==> config.mk <==
export PLATFORM = sky130hd
export DESIGN_NAME = inst_fetch_stage_flat
export DESIGN_NICKNAME = d
export VERILOG_FILES = /design/src/rtl/inst_fetch_if.sv /design/src/rtl/inst_fetch_stage.sv /design/src/flat_wrapper.sv
export SDC_FILE = /design/constraint.sdc
export NUM_CORES = 1
export LEC_CHECK = 0
export CORE_ASPECT_RATIO = 1.5
export CORE_MARGIN = 1
export CORE_UTILIZATION = 42
export CTS_CLUSTER_DIAMETER = 120
export DETAILED_ROUTE_END_ITERATION = 7
export HOLD_SLACK_MARGIN = 0.08
export PLACE_DENSITY_LB_ADDON = 0.25
export SYNTH_ARGS = -nofsm -noshare
export SYNTH_HDL_FRONTEND = slang
export SYNTH_SLANG_ARGS = --single-unit
==> constraint.sdc <==
create_clock -name clk -period 2.05 [get_ports clk]
set_input_delay 0.615 -clock clk [delete_from_list [all_inputs] [get_ports clk]]
set_output_delay 0.615 -clock clk [all_outputs]
set_load 0.01 [all_outputs]
==> src/rtl/inst_fetch_if.sv <==
// Fetch-stage bus: ROM address/data, downstream stall/redirect, and the IF/ID register outputs.
interface inst_fetch_if #(
  parameter int unsigned ADDR_W = 6
);
  logic              stall;
  logic              redirect;
  logic [ADDR_W-1:0] redirect_pc;
  logic [ADDR_W-1:0] rom_addr;
  logic [31:0]       rom_inst;
  logic [ADDR_W-1:0] pc;
  logic              id_valid;
  logic [ADDR_W-1:0] id_pc;
  logic [ADDR_W-1:0] id_pc_plus1;
  logic [31:0]       id_inst;
  logic              id_jump_done;

  modport master (
    input  stall, redirect, redirect_pc, rom_inst,
    output rom_addr, pc, id_valid, id_pc, id_pc_plus1, id_inst, id_jump_done
  );

  modport slave (
    output stall, redirect, redirect_pc, rom_inst,
    input  rom_addr, pc, id_valid, id_pc, id_pc_plus1, id_inst, id_jump_done
  );
endinterface

==> src/rtl/inst_fetch_stage.sv <==
// Instruction-fetch stage: PC, async ROM address, IF/ID register, stall and redirect handling.
// Optional macro JUMP_PREDECODE_EN: unconditional jumps are redirected in fetch with no bubble.
module inst_fetch_stage #(
  parameter int unsigned       ADDR_W   = 6,
  parameter logic [ADDR_W-1:0] RESET_PC = '0
) (
  input  logic          clk,
  input  logic          rst_n,
  inst_fetch_if.master  bus
);

  localparam logic [5:0] JUMP_OP = 6'b010010;

  typedef enum logic {BOOT, RUN} state_t;

  state_t            state_q, state_d;
  logic [ADDR_W-1:0] pc_q, pc_d;
  logic [ADDR_W-1:0] pc_plus1;
  logic              valid_q, valid_d;
  logic [ADDR_W-1:0] idpc_q, idpc_d;
  logic [ADDR_W-1:0] idpc1_q, idpc1_d;
  logic [31:0]       inst_q, inst_d;
`ifdef JUMP_PREDECODE_EN
  logic              jd_q, jd_d;
  logic              is_jump;
`endif

  assign pc_plus1 = pc_q + ADDR_W'(1);

`ifdef JUMP_PREDECODE_EN
  assign is_jump = (bus.rom_inst[31:26] == JUMP_OP);
`endif

  always_ff @(posedge clk or negedge rst_n) begin
    if (!rst_n) state_q <= BOOT;
    else        state_q <= state_d;
  end

  always_comb begin
    state_d = RUN;
    pc_d    = pc_q;
    valid_d = valid_q;
    idpc_d  = idpc_q;
    idpc1_d = idpc1_q;
    inst_d  = inst_q;
`ifdef JUMP_PREDECODE_EN
    jd_d    = jd_q;
`endif
    // BOOT commits nothing; redirect beats stall beats normal fetch.
    if (state_q == RUN) begin
      if (bus.redirect) begin
        pc_d    = bus.redirect_pc;
        valid_d = 1'b0;
        inst_d  = '0;
`ifdef JUMP_PREDECODE_EN
        jd_d    = 1'b0;
`endif
      end else if (!bus.stall) begin
        inst_d  = bus.rom_inst;
        idpc_d  = pc_q;
        idpc1_d = pc_plus1;
        valid_d = 1'b1;
`ifdef JUMP_PREDECODE_EN
        if (is_jump) begin
          pc_d = bus.rom_inst[ADDR_W-1:0];
          jd_d = 1'b1;
        end else begin
          pc_d = pc_plus1;
          jd_d = 1'b0;
        end
`else
        pc_d    = pc_plus1;
`endif
      end
    end
  end

  always_ff @(posedge clk or negedge rst_n) begin
    if (!rst_n) begin
      pc_q    <= RESET_PC;
      valid_q <= 1'b0;
      idpc_q  <= '0;
      idpc1_q <= '0;
      inst_q  <= '0;
`ifdef JUMP_PREDECODE_EN
      jd_q    <= 1'b0;
`endif
    end else begin
      pc_q    <= pc_d;
      valid_q <= valid_d;
      idpc_q  <= idpc_d;
      idpc1_q <= idpc1_d;
      inst_q  <= inst_d;
`ifdef JUMP_PREDECODE_EN
      jd_q    <= jd_d;
`endif
    end
  end

  assign bus.rom_addr    = pc_q;
  assign bus.pc          = pc_q;
  assign bus.id_valid    = valid_q;
  assign bus.id_pc       = idpc_q;
  assign bus.id_pc_plus1 = idpc1_q;
  assign bus.id_inst     = inst_q;
`ifdef JUMP_PREDECODE_EN
  assign bus.id_jump_done = jd_q;
`else
  assign bus.id_jump_done = 1'b0;
`endif

endmodule

==> src/flat_wrapper.sv <==
// flat-port wrapper written by rule: the top's interface ports become plain ports
module inst_fetch_stage_flat 
#(
  parameter int unsigned       ADDR_W   = 6,
  parameter logic [ADDR_W-1:0] RESET_PC = '0
)
  (clk, rst_n, bus_stall, bus_redirect, bus_redirect_pc, bus_rom_inst, bus_rom_addr, bus_pc, bus_id_valid, bus_id_pc, bus_id_pc_plus1, bus_id_inst, bus_id_jump_done);
  inst_fetch_if #(.ADDR_W(ADDR_W)) bus_i ();
  input  logic clk;
  input  logic rst_n;
  input wire logic [$bits(bus_i.stall)-1:0] bus_stall;
  input wire logic [$bits(bus_i.redirect)-1:0] bus_redirect;
  input wire logic [$bits(bus_i.redirect_pc)-1:0] bus_redirect_pc;
  input wire logic [$bits(bus_i.rom_inst)-1:0] bus_rom_inst;
  output wire logic [$bits(bus_i.rom_addr)-1:0] bus_rom_addr;
  output wire logic [$bits(bus_i.pc)-1:0] bus_pc;
  output wire logic [$bits(bus_i.id_valid)-1:0] bus_id_valid;
  output wire logic [$bits(bus_i.id_pc)-1:0] bus_id_pc;
  output wire logic [$bits(bus_i.id_pc_plus1)-1:0] bus_id_pc_plus1;
  output wire logic [$bits(bus_i.id_inst)-1:0] bus_id_inst;
  output wire logic [$bits(bus_i.id_jump_done)-1:0] bus_id_jump_done;
  assign bus_i.stall = bus_stall;
  assign bus_i.redirect = bus_redirect;
  assign bus_i.redirect_pc = bus_redirect_pc;
  assign bus_i.rom_inst = bus_rom_inst;
  assign bus_rom_addr = bus_i.rom_addr;
  assign bus_pc = bus_i.pc;
  assign bus_id_valid = bus_i.id_valid;
  assign bus_id_pc = bus_i.id_pc;
  assign bus_id_pc_plus1 = bus_i.id_pc_plus1;
  assign bus_id_inst = bus_i.id_inst;
  assign bus_id_jump_done = bus_i.id_jump_done;
  inst_fetch_stage #(.ADDR_W(ADDR_W), .RESET_PC(RESET_PC)) u_core (.clk(clk), .rst_n(rst_n), .bus(bus_i));
endmodule
==> results of run 1 <==
power groups by stage:
stage	Clock [W]	Sequential, W	Combinational [W]
floorplan	0	0.00132	0.000242
global placement	0	0.00126	0.000724
detailed placement	0	0.00126	0.000737
CTS	0.000617	0.00124	0.000738
global route	0.000649	0.00126	0.000796
finish	0.000594	0.00124	0.000729
through the flow:
stage / instance area [um2] / hold slack, ns / setup WS, ns / instances / total power [W]
detailed placement: 3140 / 0.462 / 0.0921 / 330 / 0.00200
finish: 3240 / 0.300 / 0.0909 / 338 / 0.00256
floorplan: 2110 / 0.319 / 0.535 / 177 / 0.00156
global route: 3240 / 0.332 / 0.0292 / 338 / 0.00270
global placement: 3140 / 0.459 / 0.116 / 330 / 0.00198
CTS: 3240 / 0.309 / 0.0759 / 338 / 0.00260
flip-flops by register name, indices dropped and copies added, names as in the netlist:
register and flops:
u_core.bus.id_valid 1, u_core.state_q 1, u_core.bus.id_inst 32, u_core.bus.pc 6, u_core.bus.id_pc 6, u_core.bus.id_pc_plus1 6
logic make-up (layout without fill, tap and decap cells):
group	after synthesis	after routing	share of synthesized area
other	2	2	0.00356
and+or+nand+nor	45	45	0.0990
DFF	52	52	0.616
muxes	1	1	0.00474
adders and majority gates	1	1	0.00593
buffers and inverters	22	117	0.0676
xor gates and xnor gates	3	3	0.0125
AOI/OAI and AO/OA	51	51	0.190
layer usage:
layer | vias up | GRT usage
met5 | - | 0
met4 | 0 | 0.0846
met3 | 8 | 0.0439
met2 | 66 | 0.340
met1 | 807 | 0.261
li1 | 800 | -
layout make-up:
cell class	instances	area, um2	share of cell area
multi-input cells	103	667	0.206
well taps	66	82.6	0.0255
flip-flops and latches	52	1300	0.402
clock buffers	7	86.3	0.0267
inverters	1	3.75	0.00116
clock inverters	1	7.51	0.00232
repair buffers	108	1090	0.336
cells in the final DEF, fill, tap and decap left out, types with 2 or more instances in the layout:
master           instances
clkdlybuf4s50_1         97
conb_1                   2
o2bb2ai_1                2
o21ai_0                  7
o21bai_1                 2
a22o_1                  33
buf_12                   3
buf_4                    7
dfrtp_1                 52
xnor2_1                  2
clkbuf_8                 6
nand3_1                  4
a21oi_1                  3
nand2_1                 30
worst min path at each step:
stage | slack, ns | end | start | cells after the start
after CTS | 0.31 | u_core.bus.id_inst[27]$_DFFE_PN0P_ | rst_n | 1
final | 0.30 | u_core.bus.id_inst[30]$_DFFE_PN0P_ | rst_n | 1
after detailed placement | 0.46 | u_core.bus.id_pc[0]$_DFFE_PN0P_ | u_core.bus.id_pc[0]$_DFFE_PN0P_ | 2
after global routing | 0.33 | u_core.bus.id_inst[30]$_DFFE_PN0P_ | rst_n | 1
after floorplan | 0.32 | u_core.bus.id_inst[0]$_DFFE_PN0P_ | rst_n | 0
after global placement | 0.46 | u_core.bus.id_pc[3]$_DFFE_PN0P_ | u_core.bus.id_pc[3]$_DFFE_PN0P_ | 2
==> summary.txt, run 1 <==
Power
  • Peak VDD IR: 0.447 mV
  • Sw frac: 0.272
  • Cell area power density: 792 mW/mm2
  • Sequential group share of total power: 0.484
  • Sw power: 0.000697 W
  • LEAKAGE: 1.45 nW
  • Clk pwr share: 0.232
  • Pint: 0.00187 W
  • Combinational share of power: 0.284

Critical path
  • CP bufs+invs: 1
  • Cell family with most CP delay: buffers and inverters
  • Crit path largest cell delay: 0.59 ns
  • Max Fanout on Critical Path: 7
  • Setup CP Type: flip-flop to output pin
  • Reg2reg start: u_core.bus.pc[0]$_DFFE_PN0P_
  • CP Capture Type: output pin
  • R2R Path End: u_core.bus.pc[4]$_DFFE_PN0P_
  • Crit. Startpoint: u_core.bus.pc[5]$_DFFE_PN0P_
  • Setup crit end: bus_pc[5]
  • Worst path cell trace: clkdlybuf4s50_1
  • WP data required: 1.43 ns
  • Setup crit start kind: flip-flop
  • Worst Path Arrival: 1.34 ns
  • R2r worst-path depth: 6
  • Slowest CP cell: clkdlybuf4s50_1
  • CP Depth: 1
  • Reg2reg setup slack: 0.62 ns

Global routing
  • Initial antenna violation count: 0
  • Gr usage total: 0.207
  • Largest net degree at the start of global routing: 44
  • First-pass GRT wire length: 8.05 mm
  • Vias in the first global route: 1,669
  • Congestion Overflow GR: 0

STA
  • Fin crit share: 0.956
  • Slew headroom: 0.622
  • Final Skew: 0.00990 ns
  • RSZ-0062 raised after global routing: no
  • # setup viols final: 0
  • Worst-Margin Slew: 0.567 ns
  • Crit path time final: 1.96 ns
  • Count of final max-slew check failures: 0
  • Setup TNS: 0 ns
  • Max Clk Rate: 0.510 GHz
  • Fin. Hold Viols: 0

Clock tree
  • Cts-stage hold buffer count: 0
  • Clock Tree Buf Depth: 2
  • Worst skew pair latency: 0.30 ns
  • # H-tree levels: 2
  • Clk sink count: 52
  • Post-CTS resize count: 0
  • Post CTS Setup Buffer Count: 0
  • Clock tree from TritonCTS: done
  • CTS clk-pin slew, worst paths: 0.09 ns
  • CTS root buf: clkbuf_8
  • CTS buffer count: 5

Synthesis
  • Top-area cell type share of the netlist area: 0.616
  • Largest area contributor in the netlist: dfrtp_1
  • Synthesis Warnings: 0
  • FFs w/ async S/R, synth: 1.00
  • Yosys reg bits: 52
  • Sequential area share after synthesis: 0.616
  • Synth area leaders: dfrtp_1 (62%), a22o_1 (14%), nand2_1 (5.3%), buf_4 (3.9%), buf_2 (2.1%)
  • Main synth FF type: dfrtp_1
  • Post-synth EDFFs: 0
  • Post-Syn Nets: 220
  • Most frequent cell after synthesis: dfrtp_1
  • Post-Synthesis Cells: 177
  • Distinct cells, synth: 32
  • Syn_area_per_cell: 11.9 um2
  • Commonest cells post-synth: dfrtp_1 (52), a22o_1 (33), nand2_1 (30)
  • Cell Area, Synth: 0.00211 mm2

Floorplan
  • Die Y: 88.8 um
  • Rows: 31
  • Die ar.: 0.00532 mm2
  • Die Wd: 59.9 um
  • Ports: 100
  • Core region area: 0.00485 mm2
  • Effective utilization at floorplan: 0.435

Route
  • M1 WL: 2.01 mm
  • Via-to-Cell Ratio: 4.97
  • WL met3: 253 um
  • Pre-Repair DR Iteration Count: 4
  • Detailed-route DRC error count: 0
  • WL final: 4.92 mm
  • 1st-iter DRT viols: 52
  • Met2 WL: 2.56 mm
  • Top layer in use: met4
  • Post-DR wirelength/cell: 14.6 um
  • Vias: 1,681
  • Post-DRT Antenna Nets: 0

Place
  • Hpwl dp: 3.54 mm
  • Buffers on Ports: 98
  • GP Congestion: 0.825

Final layout
  • Final Net Count: 314
  • Fill cell count: 384
  • Layout cells sized above 1: 0.0846
  • Syn-to-layout area delta: 53.3%
  • Antenna cells: 0
  • Fin util: 0.668

Run status
  • Status: finished, final reports clean

Job
  • Total of max-cap violations: 0

Hold path
  • Hold Crit Class: primary input to asynchronous set/reset pin
Power figures use the tool's default switching activity.
==> run 2: changes to the inputs <==
--- a/config.mk
+++ b/config.mk
@@ -6,7 +6,7 @@
 export NUM_CORES = 1
 export LEC_CHECK = 0
 export CORE_ASPECT_RATIO = 1.5
-export CORE_MARGIN = 1
+export CORE_MARGIN = 4
 export CORE_UTILIZATION = 42
 export CTS_CLUSTER_DIAMETER = 120
 export DETAILED_ROUTE_END_ITERATION = 7
==> run 2 against run 1 <==
Via count rose by 1.2%. Core utilization rose by 0.65 points. Critical endpoint unchanged. Setup slack barely moved. Clock skew rose by 0.0042 ns. Die area rose by 17%. Critical path type unchanged. Register-to-register slack improved by 0.07 ns. Clock-buffer cell count fell by 2. Non-clock buffer count did not move. Worst hold slack got worse by 0.020 ns. Highest routed layer unchanged.
==> summary.txt, run 2 (synthesis results as in run 1) <==
Critical path
  • CP Capture Type: output pin
  • Max Fanout on Critical Path: 7
  • Slowest CP cell: clkdlybuf4s50_1
  • Worst Path Arrival: 1.34 ns
  • Crit path largest cell delay: 0.58 ns
  • CP bufs+invs: 1
  • Setup crit start kind: flip-flop
  • Reg2reg start: u_core.bus.pc[2]$_DFFE_PN0P_
  • Worst path cell trace: clkdlybuf4s50_1
  • Cell family with most CP delay: buffers and inverters
  • WP data required: 1.43 ns
  • Setup CP Type: flip-flop to output pin
  • Crit. Startpoint: u_core.bus.pc[5]$_DFFE_PN0P_

Place
  • Hpwl dp: 3.85 mm
  • GP Congestion: 0.824
  • Buffers on Ports: 98
  • Pre-CTS setup slack: 0.0606 ns
  • Dpl cells: 330

Power
  • Peak VDD IR: 0.453 mV
  • Cell area power density: 822 mW/mm2
  • LEAKAGE: 1.45 nW

STA
  • Worst-Margin Slew: 0.543 ns
  • # setup viols final: 0
  • Fin crit share: 0.956
  • Final Skew: 0.0141 ns
  • Max Clk Rate: 0.510 GHz
  • Setup TNS: 0 ns
  • Crit path time final: 1.96 ns
  • Count of final max-slew check failures: 0
  • Final worst slack: 0.0905 ns
  • Fin. Hold Viols: 0
  • Slew headroom: 0.638
  • RSZ-0062 raised after global routing: no

Final layout
  • Antenna cells: 0
  • Syn-to-layout area delta: 54.8%
  • Commonest non-fill, non-tap cell in the layout: clkdlybuf4s50_1
  • Largest register FFs: 32
  • Reg area: 0.00130 mm2
  • Area of the multi-input gates: 674 um2
  • Fin util: 0.674
  • Most frequent cells in the layout: clkdlybuf4s50_1 (97), dfrtp_1 (50), a22o_1 (33)
  • Fill cell count: 401
  • Final cell count without fillers: 338
  • Layout cells sized above 1: 0.0956
  • Final Net Count: 314

Clock tree
  • CTS buffer count: 5
  • Clk sink count: 52
  • # H-tree levels: 2
  • Clock Tree Buf Depth: 2
  • Clock tree from TritonCTS: done
  • CTS root buf: clkbuf_8
  • CTS clk-pin slew, worst paths: 0.10 ns
  • Post CTS Setup Buffer Count: 0
  • Cts-stage hold buffer count: 0
  • Worst skew pair latency: 0.31 ns
  • Post-CTS resize count: 0

Global routing
  • Initial antenna violation count: 0
  • Congestion Overflow GR: 0
  • Gr usage total: 0.177
  • Largest net degree at the start of global routing: 41
  • First-pass GRT wire length: 8.42 mm
  • Vias in the first global route: 1,731

Job
  • Total of max-cap violations: 0

Floorplan
  • Core region area: 0.00485 mm2
  • Ports: 100
  • Die Wd: 65.9 um
  • Die Y: 94.8 um
  • Effective utilization at floorplan: 0.435
  • Die ar.: 0.00625 mm2
  • Rows: 31

Route
  • Pre-Repair DR Iteration Count: 4
  • Via-to-Cell Ratio: 5.04
  • 1st-iter DRT viols: 70
  • Vias: 1,702
  • Post-DRT Antenna Nets: 0
  • WL final: 5.17 mm
  • Post-DR wirelength/cell: 15.3 um
  • Detailed-route DRC error count: 0

Hold path
  • Hold Crit Class: primary input to asynchronous set/reset pin

Run status
  • Status: finished, final reports clean
## run 2: layout make-up
type                            count  area share
Multi-Input combinational cell    103       0.206
Tap cell                           66      0.0253
Clock buffer                        5      0.0211
Clock inverter                      3      0.0142
Sequential cell                    52       0.399
Inverter                            1     0.00115
Timing Repair Buffer              108       0.333
## run 2: metal layers
metal  vias up  track usage  part of all wire
li1        799            -                 -
met1       817        0.219              0.40
met2        77        0.301              0.52
met3         9       0.0333             0.063
met4         0       0.0657             0.019
met5         -            0                 0
## run 2: path summary, 6_finish.rpt
check,endpoint,slack (ns),cells past startpoint
worst max-delay path,bus_pc[5],0.09,1
worst min-delay path,u_core.bus.id_inst[25]$_DFFE_PN0P_,0.28,1
worst max register to register,u_core.bus.pc[5]$_DFFE_PN0P_,0.69,5
worst min register to register,u_core.bus.id_pc_plus1[4]$_DFFE_PN0P_,0.48,2
max in group asynchronous,u_core.bus.id_inst[2]$_DFFE_PN0P_,1.22,2
min in group clk,u_core.bus.id_pc_plus1[4]$_DFFE_PN0P_,0.48,2
## run 2: worst register-to-register path, stage by stage (launching register included)
cell and delay, ns:
dfrtp_1 0.38, buf_4 0.17, and3_4 0.23, nand3_2 0.09, or3_1 0.34, nand3_1 0.10
## run 2: report_power, final
group	leakage [nW]	total [W]	internal, W	switching [W]
clock network	0.0548	0.000715	0.000368	0.000347
registers	0.674	0.00125	0.00115	0.0000959
logic	0.725	0.000721	0.000436	0.000285
total	1.45	0.00268	0.00196	0.000727
## run 2: stage by stage
stage / hold WS [ns] / instance area [um2] / power [W]
after global placement: 0.459 / 3150 / 0.00198
after global routing: 0.317 / 3270 / 0.00281
after detailed placement: 0.468 / 3150 / 0.00200
after floorplan: 0.319 / 2110 / 0.00156
final: 0.280 / 3270 / 0.00268
after CTS: 0.299 / 3270 / 0.00271
==> run 3: changes to the inputs <==
--- a/config.mk
+++ b/config.mk
@@ -7,7 +7,7 @@
 export LEC_CHECK = 0
 export CORE_ASPECT_RATIO = 1.5
 export CORE_MARGIN = 4
-export CORE_UTILIZATION = 42
+export CORE_UTILIZATION = 44
 export CTS_CLUSTER_DIAMETER = 120
 export DETAILED_ROUTE_END_ITERATION = 7
 export HOLD_SLACK_MARGIN = 0.08
==> run 3 against run 2 <==
Flip-flop and latch count unchanged. Via count down 0.76%. Wire length down 3.7%. Final cell count down 0.30%. First-iteration DRC count down 39%. Power down 0.83%. Die area down 4.1%. Critical path type unchanged. Critical endpoint is now bus_rom_addr[5]. Largest cell class unchanged. Largest power group unchanged.
==> summary.txt, run 3 (synthesis results as in run 1) <==
Place
  • Hpwl dp: 3.77 mm
  • Dpl cells: 329
  • Buffers on Ports: 98
  • GP Congestion: 0.859
  • DP Area: 0.00314 mm2
  • Pre-CTS setup slack: 0.102 ns

Clock tree
  • Clock tree from TritonCTS: done
  • CTS clk-pin slew, worst paths: 0.09 ns
  • # H-tree levels: 2
  • Worst skew pair latency: 0.30 ns
  • Clock Tree Buf Depth: 2
  • CTS root buf: clkbuf_8
  • Cts-stage hold buffer count: 0
  • Clk sink count: 52
  • CTS buffer count: 5

Critical path
  • CP Capture Type: output pin
  • Reg2reg start: u_core.bus.pc[0]$_DFFE_PN0P_
  • Worst path cell trace: clkdlybuf4s50_1
  • Setup CP Type: flip-flop to output pin
  • Max Fanout on Critical Path: 7
  • CP bufs+invs: 1
  • WP data required: 1.43 ns
  • R2R Path End: u_core.bus.pc[4]$_DFFE_PN0P_
  • Cell family with most CP delay: buffers and inverters
  • Worst Path Arrival: 1.35 ns
  • Setup crit start kind: flip-flop
  • Slowest CP cell: clkdlybuf4s50_1
  • CP Depth: 1
  • Crit path largest cell delay: 0.58 ns
  • R2r worst-path depth: 6
  • Reg2reg setup slack: 0.68 ns

Global routing
  • Largest net degree at the start of global routing: 27
  • Gr usage total: 0.172
  • Vias in the first global route: 1,642
  • Initial antenna violation count: 0
  • First-pass GRT wire length: 7.94 mm
  • Congestion Overflow GR: 0

Power
  • Cell area power density: 818 mW/mm2
  • Peak VDD IR: 0.540 mV
  • LEAKAGE: 1.45 nW

Final layout
  • Final cell count without fillers: 337
  • Reg area: 0.00130 mm2
  • Area of the multi-input gates: 667 um2
  • Fill cell count: 359
  • Antenna cells: 0
  • Layout cells sized above 1: 0.0989
  • Final Net Count: 315
  • Commonest non-fill, non-tap cell in the layout: clkdlybuf4s50_1
  • Non-Filler Cell Area, Final: 0.00325 mm2
  • Largest register FFs: 32
  • Syn-to-layout area delta: 54.1%
  • Most frequent cells in the layout: clkdlybuf4s50_1 (97), dfrtp_1 (50), a22o_1 (33)

STA
  • Max Clk Rate: 0.510 GHz
  • RSZ-0062 raised after global routing: no
  • Count of final max-slew check failures: 0
  • Final Skew: 0.00890 ns
  • Setup TNS: 0 ns
  • Final worst slack: 0.0899 ns
  • Worst-Margin Slew: 0.556 ns
  • Fin. Hold Viols: 0
  • Fin crit share: 0.956
  • Hold slack: 0.293 ns
  • # setup viols final: 0
  • Crit path time final: 1.96 ns
  • Slew headroom: 0.630

Run status
  • Status: finished, final reports clean

Route
  • Pre-Repair DR Iteration Count: 4
  • WL final: 4.98 mm
  • Detailed-route DRC error count: 0
  • Vias: 1,689
  • Via-to-Cell Ratio: 5.01
  • Post-DRT Antenna Nets: 0
  • 1st-iter DRT viols: 43
  • Post-DR wirelength/cell: 14.8 um

Floorplan
  • Core region area: 0.00458 mm2
  • Ports: 100
  • Die Wd: 64.6 um
  • Die Y: 92.8 um
  • Rows: 30
  • Effective utilization at floorplan: 0.461
  • Die ar.: 0.00599 mm2

Job
  • Total of max-cap violations: 0

Hold path
  • Hold Crit Class: primary input to asynchronous set/reset pin
==> run 3: routing by layer <==
layer,up-vias,GRT usage,share of wire,routed length [um]
met3,10,0.0449,0.069,345
met4,0,0.0653,0.020,100
met1,804,0.211,0.40,2020
met5,-,0,0,0
met2,73,0.288,0.51,2520
li1,802,-,-,-
==> run 3: final cells by class <==
class | instances | area share
sequential | 52 | 0.401
timing repair buffer | 109 | 0.333
multi-input combinational | 103 | 0.205
tap | 64 | 0.0246
clock buffer | 5 | 0.0212
clock inverter | 3 | 0.0142
inverter | 1 | 0.00115
==> run 3: worst max-delay path by stage <==
stage | from | endpoint | slack, ns
6_report | u_core.bus.pc[5]$_DFFE_PN0P_ | bus_rom_addr[5] | 0.09
5_1_grt | u_core.bus.pc[5]$_DFFE_PN0P_ | bus_rom_addr[5] | 0.02
4_1_cts | u_core.bus.pc[4]$_DFFE_PN0P_ | bus_rom_addr[4] | 0.03
3_5_place_dp | bus_stall | u_core.bus.id_inst[27]$_DFFE_PN0P_ | 0.10
3_3_place_gp | bus_redirect | u_core.bus.id_inst[29]$_DFFE_PN0P_ | 0.11
2_1_floorplan | bus_redirect | u_core.bus.id_inst[14]$_DFFE_PN0P_ | 0.53
==> run 3: metrics by stage <==
stage,power (W),util
after CTS,0.00269,0.710
after global placement,0.00197,0.685
after global routing,0.00280,0.710
after floorplan,0.00156,-
final,0.00266,0.710
after detailed placement,0.00198,0.685
==> run 3: what timing repair did <==
action	CTS	global route
gates resized for setup	1	1
endpoints found under the hold margin	0	0
pin swaps	0	0
endpoints found under the setup margin	2	2
buffers inserted	0	0
==> run 3: power by group <==
part	leakage (nW)	total, W	switching (W)	internal, W
combinational	0.723	0.000712	0.000280	0.000432
clock	0.0548	0.000705	0.000337	0.000368
sequential	0.674	0.00125	0.0000914	0.00115
